### src/rtl/spi_master_arb_if.sv
// spi_master_arb_if
// Bundles the requester handshake and the SPI pin signals of spi_master_arb.
//   req/wdata0/wdata1 : requester frame requests and their write words
//   gnt/done          : one-hot grant and end-of-frame pulses
//   rdata/busy        : last captured read word, frame-in-progress flag
//   sclk/ssn/mosi     : SPI pins driven by the master
//   miso              : SPI data in (already synchronised)
// Modports: slave = the arbiter/master block, master = requester/board side.
interface spi_master_arb_if #(
   parameter int DATA_W = 16
);
   logic [1:0]        req;
   logic [DATA_W-1:0] wdata0;
   logic [DATA_W-1:0] wdata1;
   logic [1:0]        gnt;
   logic [1:0]        done;
   logic [DATA_W-1:0] rdata;
   logic              busy;
   logic              sclk;
   logic              ssn;
   logic              mosi;
   logic              miso;

   modport slave (
      input  req, wdata0, wdata1, miso,
      output gnt, done, rdata, busy, sclk, ssn, mosi
   );

   modport master (
      output req, wdata0, wdata1, miso,
      input  gnt, done, rdata, busy, sclk, ssn, mosi
   );
endinterface

### src/rtl/spi_master_arb.sv
// spi_master_arb
// SPI mode-0 master with a two-requester arbiter. One frame of DATA_W bits is
// shifted MSB-first on mosi while miso is captured into rdata.
// Ports:
//   clk   : system clock
//   reset : synchronous active-high reset (aborts any frame in flight)
//   bus   : spi_master_arb_if.slave (req, wdata0/1, gnt, done, rdata, busy,
//           sclk, ssn, mosi, miso)
// Configuration macro SPI_ARB_RR_EN: defined = round-robin arbitration,
// undefined = fixed priority with requester 0 first.
module spi_master_arb #(
   parameter int DATA_W  = 16,
   parameter int CLK_DIV = 10,
   parameter int GAP_CYC = 2
) (
   input  logic           clk,
   input  logic           reset,
   spi_master_arb_if.slave bus
);
   localparam int HALF  = CLK_DIV / 2;
   localparam int DIV_W = $clog2(CLK_DIV);
   localparam int GAP_W = $clog2(GAP_CYC + 1);

   localparam logic [1:0] IDLE  = 2'd0;
   localparam logic [1:0] SETUP = 2'd1;
   localparam logic [1:0] SHIFT = 2'd2;
   localparam logic [1:0] GAP   = 2'd3;

   if (CLK_DIV < 4 || (CLK_DIV % 2) != 0) begin : g_bad_div
      $error("spi_master_arb: CLK_DIV must be even and >= 4");
   end
   if (GAP_CYC < 1) begin : g_bad_gap
      $error("spi_master_arb: GAP_CYC must be >= 1");
   end

   logic [1:0]        state_r;
   logic [DIV_W-1:0]  div_r;
   logic [4:0]        bit_r;
   logic [GAP_W-1:0]  gap_r;
   logic              phase_r;   // 1 = sclk high phase of the current bit
   logic [DATA_W-1:0] shift_r;
   logic [DATA_W-1:0] rshift_r;
   logic              winner_r;
   logic [1:0]        gnt_r;
   logic [1:0]        done_r;
   logic [DATA_W-1:0] rdata_r;
   logic              busy_r;
   logic              sclk_r;
   logic              ssn_r;
   logic              mosi_r;
`ifdef SPI_ARB_RR_EN
   logic              last_r;    // requester granted most recently
`endif

   logic              win_s;
   logic [DATA_W-1:0] win_data_s;
   logic              div_last_s;

   // Arbitration: pick the winning requester from the current req bits
   always_comb begin
      win_s = 1'b0;
      if (bus.req == 2'b11) begin
`ifdef SPI_ARB_RR_EN
         win_s = ~last_r;
`else
         win_s = 1'b0;
`endif
      end else if (bus.req == 2'b10) begin
         win_s = 1'b1;
      end else begin
         win_s = 1'b0;
      end
   end

   assign win_data_s = win_s ? bus.wdata1 : bus.wdata0;
   assign div_last_s = (div_r == DIV_W'(HALF - 1));

   // Frame sequencer, SPI shifter and registered outputs
   always_ff @(posedge clk) begin
      if (reset) begin
         state_r  <= IDLE;
         div_r    <= '0;
         bit_r    <= 5'd0;
         gap_r    <= '0;
         phase_r  <= 1'b0;
         shift_r  <= '0;
         rshift_r <= '0;
         winner_r <= 1'b0;
         gnt_r    <= 2'b00;
         done_r   <= 2'b00;
         rdata_r  <= '0;
         busy_r   <= 1'b0;
         sclk_r   <= 1'b0;
         ssn_r    <= 1'b1;
         mosi_r   <= 1'b0;
`ifdef SPI_ARB_RR_EN
         // "last granted = 1" makes requester 0 preferred after reset
         last_r   <= 1'b1;
`endif
      end else begin
         gnt_r  <= 2'b00;
         done_r <= 2'b00;
         case (state_r)
            IDLE: begin
               if (bus.req != 2'b00) begin
                  state_r  <= SETUP;
                  shift_r  <= win_data_s;
                  rshift_r <= '0;
                  mosi_r   <= win_data_s[DATA_W-1];
                  winner_r <= win_s;
                  gnt_r    <= win_s ? 2'b10 : 2'b01;
                  busy_r   <= 1'b1;
                  ssn_r    <= 1'b0;
                  sclk_r   <= 1'b0;
                  div_r    <= '0;
`ifdef SPI_ARB_RR_EN
                  last_r   <= win_s;
`endif
               end
            end
            SETUP: begin
               if (div_last_s) begin
                  state_r <= SHIFT;
                  div_r   <= '0;
                  bit_r   <= 5'd0;
                  phase_r <= 1'b1;
                  sclk_r  <= 1'b1;
               end else begin
                  div_r <= div_r + DIV_W'(1);
               end
            end
            SHIFT: begin
               if (!div_last_s) begin
                  div_r <= div_r + DIV_W'(1);
               end else begin
                  div_r <= '0;
                  if (phase_r) begin
                     // End of high phase: sample miso, then falling edge
                     // advances mosi to the next bit (zero after the last).
                     rshift_r <= {rshift_r[DATA_W-2:0], bus.miso};
                     shift_r  <= {shift_r[DATA_W-2:0], 1'b0};
                     mosi_r   <= shift_r[DATA_W-2];
                     sclk_r   <= 1'b0;
                     phase_r  <= 1'b0;
                  end else if (bit_r == 5'(DATA_W - 1)) begin
                     state_r <= GAP;
                     gap_r   <= '0;
                     ssn_r   <= 1'b1;
                     mosi_r  <= 1'b0;
                     done_r  <= winner_r ? 2'b10 : 2'b01;
                     rdata_r <= rshift_r;
                  end else begin
                     bit_r   <= bit_r + 5'd1;
                     sclk_r  <= 1'b1;
                     phase_r <= 1'b1;
                  end
               end
            end
            GAP: begin
               if (gap_r == GAP_W'(GAP_CYC - 1)) begin
                  state_r <= IDLE;
                  busy_r  <= 1'b0;
               end else begin
                  gap_r <= gap_r + GAP_W'(1);
               end
            end
            default: begin
               state_r <= IDLE;
               busy_r  <= 1'b0;
               sclk_r  <= 1'b0;
               ssn_r   <= 1'b1;
               mosi_r  <= 1'b0;
            end
         endcase
      end
   end

   assign bus.gnt   = gnt_r;
   assign bus.done  = done_r;
   assign bus.rdata = rdata_r;
   assign bus.busy  = busy_r;
   assign bus.sclk  = sclk_r;
   assign bus.ssn   = ssn_r;
   assign bus.mosi  = mosi_r;
endmodule

### src/flat_wrapper.sv
// flat-port wrapper written by rule: the top's interface ports become plain ports
module spi_master_arb_flat 
#(
   parameter int DATA_W  = 16,
   parameter int CLK_DIV = 10,
   parameter int GAP_CYC = 2
)
  (clk, reset, bus_req, bus_wdata0, bus_wdata1, bus_miso, bus_gnt, bus_done, bus_rdata, bus_busy, bus_sclk, bus_ssn, bus_mosi);
  spi_master_arb_if #(.DATA_W(DATA_W)) bus_i ();
  input  logic clk;
  input  logic reset;
  input wire logic [$bits(bus_i.req)-1:0] bus_req;
  input wire logic [$bits(bus_i.wdata0)-1:0] bus_wdata0;
  input wire logic [$bits(bus_i.wdata1)-1:0] bus_wdata1;
  input wire logic [$bits(bus_i.miso)-1:0] bus_miso;
  output wire logic [$bits(bus_i.gnt)-1:0] bus_gnt;
  output wire logic [$bits(bus_i.done)-1:0] bus_done;
  output wire logic [$bits(bus_i.rdata)-1:0] bus_rdata;
  output wire logic [$bits(bus_i.busy)-1:0] bus_busy;
  output wire logic [$bits(bus_i.sclk)-1:0] bus_sclk;
  output wire logic [$bits(bus_i.ssn)-1:0] bus_ssn;
  output wire logic [$bits(bus_i.mosi)-1:0] bus_mosi;
  assign bus_i.req = bus_req;
  assign bus_i.wdata0 = bus_wdata0;
  assign bus_i.wdata1 = bus_wdata1;
  assign bus_i.miso = bus_miso;
  assign bus_gnt = bus_i.gnt;
  assign bus_done = bus_i.done;
  assign bus_rdata = bus_i.rdata;
  assign bus_busy = bus_i.busy;
  assign bus_sclk = bus_i.sclk;
  assign bus_ssn = bus_i.ssn;
  assign bus_mosi = bus_i.mosi;
  spi_master_arb #(.DATA_W(DATA_W), .CLK_DIV(CLK_DIV), .GAP_CYC(GAP_CYC)) u_core (.clk(clk), .reset(reset), .bus(bus_i));
endmodule
### config.mk
export PLATFORM = sky130hd
export DESIGN_NAME = spi_master_arb_flat
export DESIGN_NICKNAME = d
export VERILOG_FILES = /design/src/rtl/spi_master_arb_if.sv /design/src/rtl/spi_master_arb.sv /design/src/flat_wrapper.sv
export SDC_FILE = /design/constraint.sdc
export NUM_CORES = 1
export LEC_CHECK = 0
export CAP_MARGIN = 20
export CORE_ASPECT_RATIO = 0.8
export CORE_MARGIN = 2
export CORE_UTILIZATION = 47
export DETAILED_ROUTE_END_ITERATION = 10
export GPL_TIMING_DRIVEN = 0
export HOLD_SLACK_MARGIN = 0.03
export PLACE_DENSITY = 0.73
export SLEW_MARGIN = 0
export SYNTH_ARGS = -nofsm -noshare
export SYNTH_HDL_FRONTEND = slang
export SYNTH_SLANG_ARGS = --single-unit
### constraint.sdc
create_clock -name clk -period 2.9 [get_ports clk]
set_input_delay 0.58 -clock clk [delete_from_list [all_inputs] [get_ports clk]]
set_output_delay 0.58 -clock clk [all_outputs]
set_load 0.05 [all_outputs]
==> impl_metrics.yaml <==
power_and_ir_drop:
  p_sw_share_pct: 34.3
  irDropWorstVdd_uv: 538
  p_seq_share_pct: 37.4
  p_int_mw: 2.04
  power.total_mw: 3.11
  leakagePower_nw: 1.65
  pwr-share-clk_pct: 30.4
  p_per_area_mw_per_mm2: 742
  switching_power_mw: 1.07
  p_comb_share_pct: 32.2
timing:
  setup_viol: 0
  max_freq_mhz: 455
  period_needed_ps: 2200
  finalHoldViolCount: 0
  skew_ps: 8.12
  tightest_slew_ps: 712
  min_period_over_period_pct: 75.8
  rsz0062_at_grt: "no"
  fin_tns_setup_ps: 0
  max_slew_margin_pct: 52.4
  drv_slew: 0
synthesis:
  syn_inst: 342
  synth_area_per_cell_um2: 9.48
  ys_dominant_reg_cell: "dfxtp_1"
  synth-warning-count: 0
  async_reset_ff_share_pct: 0
  synth_cell_types: 54
  ys_seq_area_share_pct: 43.2
  synthesis.area_mm2: 0.00324
  syn_nets: 389
  yosys_register_bits: 70
  synth_edf_count: 0
global_route:
  use_met3_pct: 5.43
  grt_antenna_before_repair: 0
  gr-usage-all-layers_pct: 20.9
  grt_pass1_vias: 2650
  met2_usage_pct: 33.2
  overflow: 0
  grt.busiest_layer: "met2"
  grt_pass1_wl_um: 13000
  use_met1_pct: 28.7
  grt_start_max_net_pins: 14
place:
  io_buffers: 60
  hpwlAfterDp_um: 5550
  gp_congestion: 0.775
cts:
  ctsResizeCount: 0
  clk_pin_slew_ps: 70
  h-tree-depth: 3
  hold_buffers: 0
  cts_buffer_depth: 2
  postCtsSetupBuffers: 0
  cts_tree: "done"
  root_buffer: "clkbuf_8"
  clock-sinks: 70
  worstSkewPairLatency_ps: 340
  cts_buffers: 9
finish:
  final_cell_mix: "dfxtp_1 (70), clkdlybuf4s50_1 (60), o21ai_0 (41)"
  final_util_pct: 61.8
  n_antenna_cell: 0
  fin_nets: 460
  multi_input_area_mm2: 0.00164
  final_layout_size_suffix_gt1_share_pct: 12.4
  final_common_cell: "dfxtp_1"
  fillCellCount: 601
  area_growth_syn_to_layout_pct: 29.5
  regArea_mm2: 0.00140
detailed_routing:
  wl_per_cell_um: 15.2
  ant_nets: 0
  route.detailed.drc: 0
  finalWirelength_um: 7690
  drt_iter0_markers: 152
  first_pass_iters: 5
  viasPerCell: 5.72
  routed-via-count: 2887
critical_path:
  crit_fanout: 10
  critPathCaptureType: "register"
  cp_top_family: "buffers and inverters"
  critPathSlowestCell: "clkdlybuf4s50_1"
  critical_path.cell_chain: "clkdlybuf4s50_1 > or3b_1 > buf_6 > nand2_2 > and2_1 > clkbuf_2 > o21ai_0"
  path_class: "input port to register"
  startpoint_type: "input port"
  slowest_delay_ps: 530
  required_ps: 3110
  cp_num_buf_inv: 3
  crit_arrival_ps: 2410
floorplanning:
  die_x_um: 96.8
  start_util_pct: 47.7
  io_pins: 61
  die_h_um: 78.3
  coreArea_mm2: 0.00679
  die_area_mm2: 0.00758
  rows: 27
job:
  maxCapViolCount: 0
outcome:
  outcome: "complete, no violations"
min_path:
  hold_path_class: "register to register"
==> worst min-delay path, stage by stage (launching register included) <==
cell     delay [ps]
dfxtp_1         310
nand4_1          60
o21ai_0          60
==> layer usage <==
layer | vias to the layer above | part of all wire (%)
li1 | 1410 | -
met1 | 1376 | 48
met2 | 94 | 46
met3 | 7 | 5.9
met4 | 0 | 0.70
met5 | - | 0
==> synth_stat cells (all sizes together), types with 2 or more instances <==
cell type / instances / area [um2]
and3: 4 / 26.3
nor2: 23 / 86.3
nand3: 9 / 57.6
dfxtp: 70 / 1400
a22o: 17 / 149
clkbuf: 11 / 42.5
mux2i: 17 / 170
o21a: 15 / 113
nor3: 5 / 30.0
nor2b: 5 / 31.3
o31ai: 3 / 22.5
nor3b: 2 / 15.0
nand3b: 4 / 30.0
nand2: 6 / 25.0
inv: 12 / 45.0
or3: 2 / 12.5
a21oi: 13 / 65.1
a211oi: 2 / 15.0
ha: 10 / 125
o21ai: 41 / 205
a32oi: 2 / 17.5
buf: 15 / 109
a31oi: 2 / 12.5
o211ai: 2 / 15.0
nand2b: 2 / 12.5
nand4: 16 / 100
mux2: 15 / 169
==> worst paths after layout <==
path / startpoint / end / slack (ps) / depth (start not counted)
min: u_core.shift_r[14]$_SDFFE_PP0P_ / u_core.shift_r[14]$_SDFFE_PP0P_ / 480 / 2
max reg2reg: u_core.state_r[0]$_SDFFE_PP0P_ / u_core.rshift_r[5]$_SDFFE_PP0P_ / 710 / 7
max: bus_req[0] / u_core.shift_r[8]$_SDFFE_PP0P_ / 700 / 7
min reg2reg: u_core.shift_r[14]$_SDFFE_PP0P_ / u_core.shift_r[14]$_SDFFE_PP0P_ / 480 / 2
==> kinds of logic after synthesis <==
| family | Yosys count | synth area share [%] |
|---|---|---|
| flip-flops | 70 | 43.2 |
| AND/OR/NAND/NOR | 83 | 14.4 |
| adder cells (fa/ha/maj) | 10 | 3.86 |
| buffers and inverters | 39 | 6.18 |
| AO/OA/AOI/OAI | 108 | 21.8 |
| multiplexers | 32 | 10.5 |
==> sequential cells by signal, summed over array words and instances, names as in the netlist, 2 cells and up <==
| signal | count |
|---|---|
| u_core.shift_r | 15 |
| u_core.bit_r | 5 |
| u_core.state_r | 2 |
| u_core.bus.rdata | 16 |
| u_core.bus.gnt | 2 |
| u_core.div_r | 4 |
| u_core.bus.done | 2 |
| u_core.gap_r | 2 |
| u_core.rshift_r | 16 |
==> stage by stage <==
| stage | cells | area, um2 | hold slack (ps) | worst slack (ps) |
|---|---|---|---|---|
| 5_1_grt | 505 | 4200 | 498 | 547 |
| 3_5_place_dp | 489 | 3950 | 443 | 370 |
| 3_3_place_gp | 489 | 3950 | 454 | 406 |
| 6_report | 505 | 4200 | 482 | 702 |
| 4_1_cts | 505 | 4200 | 478 | 709 |
| 2_1_floorplan | 342 | 3240 | 417 | 1110 |
==> power groups by stage <==
stage	clock (mW)	combinational, mW	sequential, mW
global placement	0	0.966	1.18
detailed placement	0	0.987	1.18
finish	0.947	1.00	1.16
floorplan	0	0.636	1.24
CTS	0.968	0.995	1.16
global route	0.999	1.11	1.18
==> layout make-up <==
cell class              instances  area share, %
clock inverters                 7           2.89
flip-flops and latches         70           33.4
inverters                      13           1.16
plain buffers                  26           3.61
multi-input cells             233           39.1
well taps                      87           2.59
clock buffers                   9           2.95
repair buffers                 60           14.3
(Power assumes the default switching activity.)
